## src/rtl/intel_fpga_pb_debounce_array.sv

```systemverilog
// rtl/intel_fpga_pb_debounce_array.sv - multi-channel pushbutton debounce with press/release/long-press events
// One shared sample-tick prescaler; each channel has its own synchroniser, holdoff FSM and hold counter.
module intel_fpga_pb_debounce_array #(
  parameter int NUM_CH         = 4,
  parameter int SAMPLE_DIV     = 50000,
  parameter int HOLDOFF_CNT    = 63,
  parameter int SYNC_STAGES    = 2,
  parameter int ACTIVE_LOW     = 1,
  parameter int LONG_PRESS_CNT = 1000
) (
  input  logic              clk,
  input  logic              rst,
  input  logic [NUM_CH-1:0] i_pb,
  output logic [NUM_CH-1:0] o_pb,
  output logic [NUM_CH-1:0] o_press,
  output logic [NUM_CH-1:0] o_release,
  output logic [NUM_CH-1:0] o_long_press,
  output logic              o_sample_tick
);

  localparam int PW = (SAMPLE_DIV > 1) ? $clog2(SAMPLE_DIV) : 1;
  localparam int HW = $clog2(HOLDOFF_CNT + 1);
  localparam int LW = (LONG_PRESS_CNT > 0) ? $clog2(LONG_PRESS_CNT + 1) : 1;

  localparam logic [PW-1:0] DIV_LAST  = PW'(SAMPLE_DIV - 1);
  localparam logic [HW-1:0] HOLD_LOAD = HW'(HOLDOFF_CNT);
  localparam logic [HW-1:0] HOLD_LAST = HW'(1);
  localparam logic [LW-1:0] LONG_MAX  = LW'(LONG_PRESS_CNT);
  localparam logic          REL_LEVEL = (ACTIVE_LOW != 0);

  typedef enum logic {ST_STABLE, ST_HOLDOFF} state_t;

  logic [PW-1:0] div_q, div_d;
  logic          sample_tick_q, sample_tick_d;
  logic          tick;

  assign tick = (div_q == DIV_LAST);

  always_comb begin
    div_d         = tick ? '0 : div_q + 1'b1;
    sample_tick_d = tick;
  end

  always_ff @(posedge clk or posedge rst) begin
    if (rst) begin
      div_q         <= '0;
      sample_tick_q <= 1'b0;
    end else begin
      div_q         <= div_d;
      sample_tick_q <= sample_tick_d;
    end
  end

  assign o_sample_tick = sample_tick_q;

  for (genvar g = 0; g < NUM_CH; g++) begin : g_ch
    logic [SYNC_STAGES-1:0] sync_q, sync_d;
    state_t                 state_q, state_d;
    logic [HW-1:0]          hcnt_q, hcnt_d;
    logic                   pb_q, pb_d;
    logic                   press_q, press_d;
    logic                   release_q, release_d;
    logic                   pb_n;

    assign pb_n = sync_q[SYNC_STAGES-1] ^ REL_LEVEL;

    always_comb begin
      sync_d    = {sync_q[SYNC_STAGES-2:0], i_pb[g]};
      state_d   = state_q;
      hcnt_d    = hcnt_q;
      pb_d      = pb_q;
      press_d   = 1'b0;
      release_d = 1'b0;
      if (tick) begin
        case (state_q)
          ST_STABLE: begin
            if (pb_n != pb_q) begin
              pb_d      = pb_n;
              hcnt_d    = HOLD_LOAD;
              state_d   = ST_HOLDOFF;
              press_d   = pb_n;
              release_d = ~pb_n;
            end
          end
          ST_HOLDOFF: begin
            // Input is deliberately ignored here; that is what rejects contact bounce.
            hcnt_d = hcnt_q - 1'b1;
            if (hcnt_q == HOLD_LAST) state_d = ST_STABLE;
          end
        endcase
      end
    end

    always_ff @(posedge clk or posedge rst) begin
      if (rst) begin
        sync_q    <= {SYNC_STAGES{REL_LEVEL}};
        state_q   <= ST_STABLE;
        hcnt_q    <= '0;
        pb_q      <= 1'b0;
        press_q   <= 1'b0;
        release_q <= 1'b0;
      end else begin
        sync_q    <= sync_d;
        state_q   <= state_d;
        hcnt_q    <= hcnt_d;
        pb_q      <= pb_d;
        press_q   <= press_d;
        release_q <= release_d;
      end
    end

    assign o_pb[g]      = pb_q;
    assign o_press[g]   = press_q;
    assign o_release[g] = release_q;

    if (LONG_PRESS_CNT > 0) begin : g_long
      logic          accept;
      logic [LW-1:0] lcnt_q, lcnt_d;
      logic          long_q, long_d;

      assign accept = (state_q == ST_STABLE) && (pb_n != pb_q);

      always_comb begin
        lcnt_d = lcnt_q;
        long_d = 1'b0;
        if (tick) begin
          // An accepted edge restarts the hold count; saturation gives one pulse per hold.
          if (accept) begin
            lcnt_d = '0;
          end else if (pb_q && (lcnt_q < LONG_MAX)) begin
            lcnt_d = lcnt_q + 1'b1;
            long_d = (lcnt_d == LONG_MAX);
          end
        end
      end

      always_ff @(posedge clk or posedge rst) begin
        if (rst) begin
          lcnt_q <= '0;
          long_q <= 1'b0;
        end else begin
          lcnt_q <= lcnt_d;
          long_q <= long_d;
        end
      end

      assign o_long_press[g] = long_q;
    end else begin : g_no_long
      assign o_long_press[g] = 1'b0;
    end
  end

endmodule
```

## config.mk

```make
export PLATFORM = sky130hd
export DESIGN_NAME = intel_fpga_pb_debounce_array
export DESIGN_NICKNAME = d
export VERILOG_FILES = /design/src/rtl/intel_fpga_pb_debounce_array.sv
export SDC_FILE = /design/constraint.sdc
export NUM_CORES = 1
export LEC_CHECK = 0
export ABC_CLOCK_PERIOD_IN_PS = 4400
export CAP_MARGIN = 20
export CELL_PAD_IN_SITES_DETAIL_PLACEMENT = 1
export CELL_PAD_IN_SITES_GLOBAL_PLACEMENT = 1
export CORE_ASPECT_RATIO = 0.75
export CORE_UTILIZATION = 45
export DETAILED_ROUTE_END_ITERATION = 16
export HOLD_SLACK_MARGIN = 0.1
export PLACE_DENSITY = 0.82
export SYNTH_ARGS = -nofsm -noshare
export SYNTH_HDL_FRONTEND = slang
export SYNTH_SLANG_ARGS = --single-unit
```

## constraint.sdc

```tcl
create_clock -name clk -period 4.4 [get_ports clk]
set_clock_uncertainty 0.05 [all_clocks]
set_input_delay 1.1 -clock clk [delete_from_list [all_inputs] [get_ports clk]]
set_output_delay 1.1 -clock clk [all_outputs]
set_load 0.05 [all_outputs]
```

Word level (Yosys, flattened, before mapping)
Cells that the tools add are included.
{"block": "word_totals", "reg_bits": 109, "latch_bits": 0, "ram_bits": 0, "romBits": 0, "word_cells": 161, "memories": 0}
{"block": "classes", "addsub": 9, "multipliers": 0, "n_div": 0, "magnitude_cmp": 4, "eq_ne": 17, "n_shift": 0, "mux": 65, "bitwise": 8, "reduce_logical": 24}
{"operator": "10-bit 2-to-1 mux", "n": 8}
{"operator": "6-bit one-hot mux with 2 select lines", "n": 4}
{"operator": "1-bit 2-to-1 mux", "n": 44}
{"operator": "10-bit by 1-bit adder with 10-bit output, second input constant", "n": 4}
{"operator": "10-bit == test, second input constant", "n": 4}
{"operator": "10-bit less-than comparator, second input constant", "n": 4}
{"operator": "6-bit by 1-bit == test with 1-bit output, second input constant", "n": 4}
{"operator": "6-bit 2-to-1 mux", "n": 4}
{"operator": "6-bit by 1-bit subtractor with 6-bit output, second input constant", "n": 4}
{"operator": "16-bit by 1-bit adder with 16-bit output, second input constant", "n": 1}
{"operator": "16-bit == test, second input constant", "n": 1}
{"operator": "16-bit 2-to-1 mux", "n": 1}
{"operator": "2-bit AND reduction", "n": 8}
{"operator": "3-bit AND reduction", "n": 4}
{"operator": "1-bit logical AND", "n": 8}
{"operator": "1-bit NOT", "n": 8}
{"operator": "1-bit one-hot mux with 2 select lines", "n": 4}
{"operator": "2-bit nonzero test", "n": 4}
{"operator": "1-bit != test", "n": 4}
{"operator": "2-bit by 1-bit != test with 1-bit output, second input constant", "n": 2}
{"operator": "2-bit != test, second input constant", "n": 2}

Depth between registers and ports, before layout
Gate-level depths: netlist (run 1).
{"block": "logic_depth", "ltp_word": 5, "ltp_mapped": 9}

Least setup slack after synthesis (run 1)
OpenSTA, ideal clock, no wires.
{"block": "synth_path", "path_kind": "reg2reg", "start": "reg g_ch[1].sync_q[1]", "end": "reg g_ch[1].g_long.lcnt_q[8]", "arrival_time_ps": 2070, "required_ps": 4281, "setup_slack_ps": 2211, "stages_incl_launch_ff": 9, "period_less_slack_ps": 2189, "path_cell_list": "dfstp_2 > inv_1 > ha_1 > nor2_1 > a211o_1 > or2_1 > clkbuf_2 > or4_1 > nand3_1"}
{"block": "synth_via", "elab_chain_len": 5}
{"item": "start, declared", "line": "57", "rtl": "logic [SYNC_STAGES-1:0] sync_q, sync_d;"}
{"item": "start signal, assigned", "line": "96", "rtl": "sync_q <= {SYNC_STAGES{REL_LEVEL}};"}
{"item": "start signal, assigned", "line": "103", "rtl": "sync_q <= sync_d;"}
{"item": "1-bit NOT (no source line) (*)"}
{"item": "via g_ch[1].pb_n", "line": "63", "rtl": "logic pb_n;"}
{"item": "1-bit != test (*)", "line": "121", "rtl": "assign accept = (state_q == ST_STABLE) && (pb_n != pb_q);"}
{"item": "1-bit logical AND (*)", "line": "121"}
{"item": "2-bit nonzero test (no source line)"}
{"item": "2-bit AND reduction (no source line)"}
{"item": "end signal, assigned", "line": "142", "rtl": "lcnt_q <= lcnt_d;"}
{"item": "end, declared", "line": "118", "rtl": "logic [LW-1:0] lcnt_q, lcnt_d;"}
The timed path passes the listed nets; every way through them passes the cells marked *.
A chain may end at the register's enable or synchronous reset.

Worst setup path in the final report (run 1)
{"block": "layout_path", "start": "reg g_ch[2].pb_q", "end": "out o_pb[2]"}
{"item": "start, declared", "line": "60", "rtl": "logic pb_q, pb_d;"}
{"item": "start signal, assigned", "line": "106", "rtl": "pb_q <= pb_d;"}
{"item": "end, declared", "line": "14", "rtl": "output logic [NUM_CH-1:0] o_pb,"}
No word-level cell between the ends.

==> reports/results.tsv, run 1 <==
stage	metric	value	unit
power	leakage power	0.002719	uW
worst_setup_path	crit path DAT	1.66	ns
clock_tree	clk sinks	109	
clock_tree	H-tree depth	3	
global_routing	grt ovf	0	
clock_tree	clock insertion delay at the later pin of the skew report	0.36	ns
worst_setup_path	Critical Path Source Type	register	
global_routing	pin count of the biggest net entering global routing	66	
clock_tree	post-CTS sizing	0	
global_routing	first-pass GRT wire length	23450	um
layout	synthesis-to-finish area growth	9.491	%
synthesis	ys flop type	dfrtp_1	
layout	fin util	51.01	%
routing	post-route DRC violation count	0	
worst_setup_path	CP Buf/Inv Count	1	
worst_setup_path	reg-to-reg startpoint	div_q[0]	
synthesis	Syn Area/Cell	9.209	um2
worst_hold_path	min-delay worst type	register to register	
worst_setup_path	CP max stage cell	clkdlybuf4s50_1	
worst_setup_path	R2R depth	7	
sta	period utilization	63.76	%
floorplanning	Core Footprint	0.01239	mm2
floorplanning	Initial Util	46.59	%
floorplanning	Die H	100.1	um
clock_tree	CTS tree	built	
worst_setup_path	WP data required	3.25	ns
worst_hold_path	worst hold path cell count	0	
worst_setup_path	flop2flop setup slack	1.63	ns
worst_hold_path	Hold Startpoint	g_ch[1].sync_q[0]	
layout	# diodes	0	
sta	f_max	356.5	MHz
placement	RePlAce Congestion	0.8432	
floorplanning	# IOs	23	
sta	setup TNS	0	ns
synthesis	number of synthesized flops with an enable pin	0	
clock_tree	CTS root buf	clkbuf_16	
flow_run	Max Cap Viol	0	
routing	wire length per cell	16.87	um
floorplanning	Chip Width	132.8	um
worst_setup_path	slowest stage delay, CP	0.85	ns
outcome	status	finished clean	
power	worst vdd ir	215.7	uV
synthesis	FF+latch count, synth	109	
worst_setup_path	reg2reg end	g_ch[1].g_long.lcnt_q[4]	
clock_tree	clk buf depth	2	
sta	Max-slew headroom	43.03	%
power	pwr/cell area	287.4	mW/mm2
routing	1st-pass router iterations	4	
worst_setup_path	crit-path max FO	6	
floorplanning	die area	0.01329	mm2
sta	RSZ-0062 raised after global routing	no	
layout	Nets	662	
clock_tree	# Post-CTS Setup Buffers	0	
routing	vias post-DR	4603	
clock_tree	Worst-path clk slew	0.07	ns
routing	final WL	13530	um
clock_tree	total CTS buffers	9	
sta	worst slew pin tran	0.8536	ns
clock_tree	hold-fix buffers at CTS	0	
synthesis	Cell Area, Synth	0.005774	mm2
placement	HPWL Detailed	9459	um
synthesis	Netlist cell types	56	
synthesis	async set-reset flop share out of synthesis	100.0	%
synthesis	Mapped Cells	627	
synthesis	YS warnings	0	
sta	final slew viol count	0	
placement	port bufs	22	
sta	minimum clock period	2.805	ns
worst_hold_path	Hold Path End	g_ch[1].sync_q[1]	
sta	final setup vio count	0	
routing	Post-DRT Antenna Nets	0	
global_routing	vias in the first global route	4721	
floorplanning	row cnt	35	
synthesis	Seq/Total Area, Yosys	47.41	%
global_routing	gr usage total	22.13	%
synthesis	syn nets	658	
worst_setup_path	crit-path leading delay family	buffers and inverters	
worst_setup_path	crit path kind	register to output pin	
worst_setup_path	crit path capture type	output pin	
global_routing	antenna violations before repair	0	
worst_setup_path	Cell Chain, Critical Path	clkdlybuf4s50_1	
routing	via density per instance	5.739	
layout	share of cells above drive strength 1	5.975	%
sta	final hold violations	0	
routing	DR iter-0 viols	262	
-- worst max-delay path by stage --
| stage | from | end | slack, ns | depth (start not counted) |
|---|---|---|---|---|
| 4_1_cts | g_ch[2].pb_q | o_pb[2] | 1.58 | 1 |
| 6_report | g_ch[2].pb_q | o_pb[2] | 1.59 | 1 |
| 5_1_grt | div_q[0] | g_ch[1].g_long.lcnt_q[9] | 1.33 | 7 |
| 2_1_floorplan | rst | div_q[0] | 0.39 | 1 |
| 3_5_place_dp | div_q[0] | g_ch[1].g_long.lcnt_q[4] | 1.61 | 7 |
| 3_3_place_gp | div_q[0] | g_ch[0].g_long.lcnt_q[9] | 1.81 | 7 |
-- power by group --
| part | switching [uW] | internal, uW |
|---|---|---|
| combinational | 25.5 | 7.81 |
| clock | 388 | 386 |
| sequential | 2.34 | 1010 |
| total | 415 | 1400 |
-- registers in the layout, indices dropped and copies added (netlist names) --
register,flops
g_ch.sync_q,8
g_ch.pb_q,4
g_ch.release_q,4
g_ch.press_q,4
g_ch.g_long.long_q,4
o_sample_tick,1
div_q,16
g_ch.g_long.lcnt_q,40
g_ch.hcnt_q,24
g_ch.state_q,4
-- metrics by stage --
step | hold WS [ns] | cell area, um2 | std cells | worst slack [ns] | power [uW]
3_3_place_gp | 0.2974 | 6046 | 786 | 1.810 | 1063
5_1_grt | 0.3021 | 6322 | 802 | 1.334 | 1872
3_5_place_dp | 0.2975 | 6046 | 786 | 1.610 | 1064
2_1_floorplan | 0.2952 | 5774 | 627 | 0.3893 | 1047
6_report | 0.2984 | 6322 | 802 | 1.595 | 1817
4_1_cts | 0.3033 | 6322 | 802 | 1.575 | 1839
-- placed cells by master, fill, tap and decap left out, types with 4 or more instances in the layout --
| cell type | count |
|---|---|
| dfrtp_1 | 101 |
| xnor2_1 | 17 |
| nor3_1 | 22 |
| nor4_1 | 6 |
| nand4_1 | 11 |
| clkbuf_16 | 9 |
| o21ai_0 | 57 |
| clkdlybuf4s50_1 | 22 |
| and4_1 | 4 |
| and2_1 | 4 |
| inv_1 | 36 |
| nor3b_1 | 7 |
| nand3_1 | 41 |
| nor2_1 | 52 |
| xor2_1 | 6 |
| a31oi_1 | 7 |
| dfstp_2 | 8 |
| buf_4 | 5 |
| or3_1 | 13 |
| a21o_1 | 6 |
| and3_1 | 20 |
| a21oi_1 | 41 |
| o22a_1 | 4 |
| ha_1 | 25 |
| nand2_1 | 51 |
| a22o_1 | 4 |
-- routing by layer --
metal  part of all wire, %  GRT usage [%]  routed length, um
met5                     0              0                  0
met4                   1.3          6.366                182
met3                   2.4          4.394                328
met2                    47          35.68               6300
met1                    50          30.40               6715
-- layout make-up --
class / count / area, um2
Timing Repair Buffer: 27 / 257.7
Tap cell: 166 / 207.7
Clock buffer: 9 / 225.2
Fill cell: 1451 / 6071
Inverter: 37 / 141.4
Multi-Input combinational cell: 447 / 2701
Clock inverter: 7 / 51.30
Sequential cell: 109 / 2738
-- cell families (layout without fill, tap and decap cells) --
family                     count (synthesis)  after routing  synth area share, %
adders and majority gates                 25             25                5.417
muxes                                      2              2               0.3684
DFF                                      109            109                47.41
xor gates and xnor gates                  23             23                3.489
AOI/OAI and AO/OA                        150            150                15.41
and+or+nand+nor                          247            247                22.10
buffers and inverters                     71             80                5.807
-- Yosys cell counts (3+ instances only) --
library cell	n	area [um2]
o21a_1	3	22.52
o31ai_1	3	22.52
xnor2_1	17	148.9
nor3_1	22	110.1
a41oi_1	3	26.28
nor2_1	52	195.2
and2_1	4	25.02
a22o_1	4	35.03
and3_1	20	125.1
o211ai_1	3	22.52
buf_2	6	30.03
and4_1	4	35.03
o21ai_1	3	15.01
inv_1	37	138.9
nand3_1	41	205.2
clkbuf_1	10	37.54
nor4_1	6	37.54
a211o_1	3	26.28
dfrtp_1	101	2527
a31oi_1	7	43.79
nand4_1	11	68.82
xor2_1	6	52.55
o22ai_1	3	18.77
dfstp_2	8	210.2
or3_1	13	81.33
o22a_1	4	35.03
ha_1	25	312.8
nor3b_1	7	52.55
nand2_1	51	191.4
o21bai_1	3	22.52
a21o_1	6	45.04
buf_4	16	120.1
a21oi_1	41	205.2
o21ai_0	57	285.3
(Power assumes the default switching activity.)
==> inputs of run 2 (changes only) <==
--- a/config.mk
+++ b/config.mk
@@ -5,7 +5,7 @@
 export SDC_FILE = /design/constraint.sdc
 export NUM_CORES = 1
 export LEC_CHECK = 0
-export ABC_CLOCK_PERIOD_IN_PS = 4400
+export ABC_CLOCK_PERIOD_IN_PS = 2750
 export CAP_MARGIN = 20
 export CELL_PAD_IN_SITES_DETAIL_PLACEMENT = 1
 export CELL_PAD_IN_SITES_GLOBAL_PLACEMENT = 1
==> constraint.sdc (replaced) <==
create_clock -name clk -period 2.75 [get_ports clk]
set_clock_uncertainty 0.05 [all_clocks]
set_input_delay 0.6875 -clock clk [delete_from_list [all_inputs] [get_ports clk]]
set_output_delay 0.6875 -clock clk [all_outputs]
set_load 0.05 [all_outputs]
==> run 2 against run 1 <==
Compared with the run above: power rose by 70%; first-iteration DRC count fell by 15%; final area up 1.6%; count of clock-buffer cells in the layout rose by 2; setup slack worse by 1.3 ns; routed wire length rose by 3.4%; clock power increased by 83%; die area did not move; combinational power rose by 68%; critical path type is now register to register; critical endpoint is now g_ch[0].g_long.lcnt_q[3]; largest cell class unchanged; highest routed layer unchanged.
==> reports/results.tsv, run 2 (synthesized netlist as in run 1, its figures left out) <==
stage	metric	value	unit	change
placement	HPWL Detailed	9600	um	was 9459 um
worst_setup_path	crit path kind	register to register		was register to output pin
floorplanning	# IOs	23		unchanged
power	switching share of power	20.71	%	was 22.86%
global_routing	gr usage total	22.76	%	was 22.13%
worst_setup_path	crit-path max FO	26		was 6
power	pwr/cell area	481.5	mW/mm2	was 287.4 mW/mm2
clock_tree	Worst-path clk slew	0.07	ns	about the same
floorplanning	die area	0.01329	mm2	unchanged
floorplanning	Core Footprint	0.01239	mm2	unchanged
sta	final setup vio count	0		unchanged
flow_run	Max Cap Viol	0		unchanged
floorplanning	Die H	100.1	um	unchanged
clock_tree	CTS tree	built		unchanged
global_routing	grt ovf	0		unchanged
floorplanning	Chip Width	132.8	um	unchanged
layout	top flop regs	g_ch.g_long.lcnt_q (40), g_ch.hcnt_q (24), div_q (16)		unchanged
sta	worst slew pin tran	0.7453	ns	was 0.8536 ns
floorplanning	row cnt	35		unchanged
power	worst vdd ir	374.7	uV	was 215.7 uV
power	Clk network pwr share	46.0	%	was 42.6%
clock_tree	H-tree depth	3		unchanged
clock_tree	post-CTS sizing	0		unchanged
layout	fin util	51.85	%	was 51.01%
global_routing	pin count of the biggest net entering global routing	53		was 66
layout	most frequent cells in the layout	101 x dfrtp_1, 57 x o21ai_0, 52 x nor2_1		unchanged
layout	share of cells above drive strength 1	6.113	%	was 5.975%
routing	vias post-DR	4634		was 4603
power	leakage power	0.002762	uW	was 0.002719 uW
clock_tree	total CTS buffers	9		unchanged
power	Gate power share	1.8	%	about the same
clock_tree	hold-fix buffers at CTS	0		unchanged
power	switching power	640.8	uW	was 415.3 uW
sta	minimum clock period	2.418	ns	
layout	commonest non-fill, non-tap cell in the layout	dfrtp_1		unchanged
routing	1st-pass router iterations	4		unchanged
worst_hold_path	min-delay worst type	register to register		unchanged
placement	port bufs	22		unchanged
outcome	status	finished clean		unchanged
worst_setup_path	crit path capture type	register		was output pin
layout	# diodes	0		unchanged
worst_setup_path	crit path DAT	2.59	ns	was 1.66 ns
clock_tree	clock insertion delay at the later pin of the skew report	0.36	ns	about the same
sta	final hold violations	0		unchanged
global_routing	vias in the first global route	4896		was 4721
sta	f_max	413.6	MHz	
power	Seq pwr share	52.2	%	was 55.6%
routing	post-route DRC violation count	0		unchanged
global_routing	antenna violations before repair	0		unchanged
clock_tree	clk sinks	109		unchanged
layout	Largest register FFs	40		unchanged
floorplanning	Initial Util	46.59	%	unchanged
sta	Max-slew headroom	49.98	%	was 43.03%
layout	synthesis-to-finish area growth	11.29	%	was 9.491%
power	Internal	2454	uW	was 1402 uW
global_routing	first-pass GRT wire length	23960	um	was 23450 um
clock_tree	clk buf depth	2		unchanged
sta	period utilization	87.91	%	
routing	DR iter-0 viols	222		was 262
sta	setup TNS	0	ns	unchanged
placement	RePlAce Congestion	0.8500		was 0.8432
routing	via density per instance	5.764		was 5.739
layout	Nets	664		was 662
worst_setup_path	Critical Path Source Type	register		unchanged
sta	final slew viol count	0		unchanged
clock_tree	CTS root buf	clkbuf_16		unchanged
routing	Post-DRT Antenna Nets	0		unchanged
routing	wire length per cell	17.40	um	was 16.87 um
layout	Reg with most FFs	g_ch.g_long.lcnt_q		unchanged
sta	RSZ-0062 raised after global routing	no		unchanged
routing	final WL	13990	um	was 13530 um
worst_setup_path	WP data required	2.92	ns	was 3.25 ns
clock_tree	# Post-CTS Setup Buffers	0		unchanged
-- run 2: changes by cell type in the layout (fill, tap and decap cells not counted), sizes merged --
cell      before  now
buf            5    7
clkbuf         9   11
inv           38   36
bufinv         0    2
clkinv         4    1
clkinvlp       2    3
-- run 2: critical path: stages (launching register included) --
cell and delay (ns):
dfrtp_1 0.38, ha_1 0.23, and3_1 0.28, nand4_2 0.14, buf_12 0.20, inv_1 0.12, buf_4 0.19, o21ai_1 0.25
o21ai_0 0.29, o21ai_0 0.14
-- run 2: routing by layer --
layer	vias up	track usage, %	share of wire (%)
met2	49	38.30	48
li1	2223	-	-
met5	-	0	0
met1	2343	29.56	48
met4	0	7.604	1.4
met3	19	4.596	2.3
-- run 2: area by class of cell --
type,instances,area [um2]
clock buffers,11,242.7
fillers,1407,5967
multi-input cells,447,2701
clock inverters,5,83.83
inverters,37,142.6
repair buffers,29,310.3
well taps,166,207.7
flip-flops and latches,109,2738
-- run 2: per-stage QoR --
| step | hold slack (ns) | cell area [um2] | setup slack (ns) | power, uW | instances |
|---|---|---|---|---|---|
| detailed placement | 0.3000 | 6100 | 0.3836 | 1706 | 788 |
| finish | 0.3074 | 6426 | 0.3324 | 3094 | 804 |
| floorplan | 0.2952 | 5778 | 0.5607 | 1676 | 627 |
| CTS | 0.3108 | 6426 | 0.3326 | 3130 | 804 |
| global route | 0.3139 | 6426 | 0.08448 | 3199 | 804 |
| global placement | 0.2960 | 6100 | 0.5120 | 1703 | 788 |
-- run 2: worst paths after layout --
path | from | cells past startpoint | to | slack [ns]
hold reg to reg | g_ch[2].sync_q[0] | 0 | g_ch[2].sync_q[1] | 0.31
setup reg to reg | div_q[0] | 9 | g_ch[0].g_long.lcnt_q[3] | 0.33
max in group asynchronous | rst | 3 | g_ch[0].sync_q[0] | 1.43
hold / removal | g_ch[2].sync_q[0] | 0 | g_ch[2].sync_q[1] | 0.31
setup / recovery | div_q[0] | 9 | g_ch[0].g_long.lcnt_q[3] | 0.33
min in group asynchronous | rst | 2 | g_ch[2].g_long.long_q | 0.60
-- run 2: power groups by stage --
stage	registers (uW)	clock network, uW	logic (uW)
floorplan	1650	0	30.3
finish	1620	1420	55.9
CTS	1620	1460	58.8
global route	1620	1520	65.3
global placement	1650	0	56.3
detailed placement	1650	0	58.3
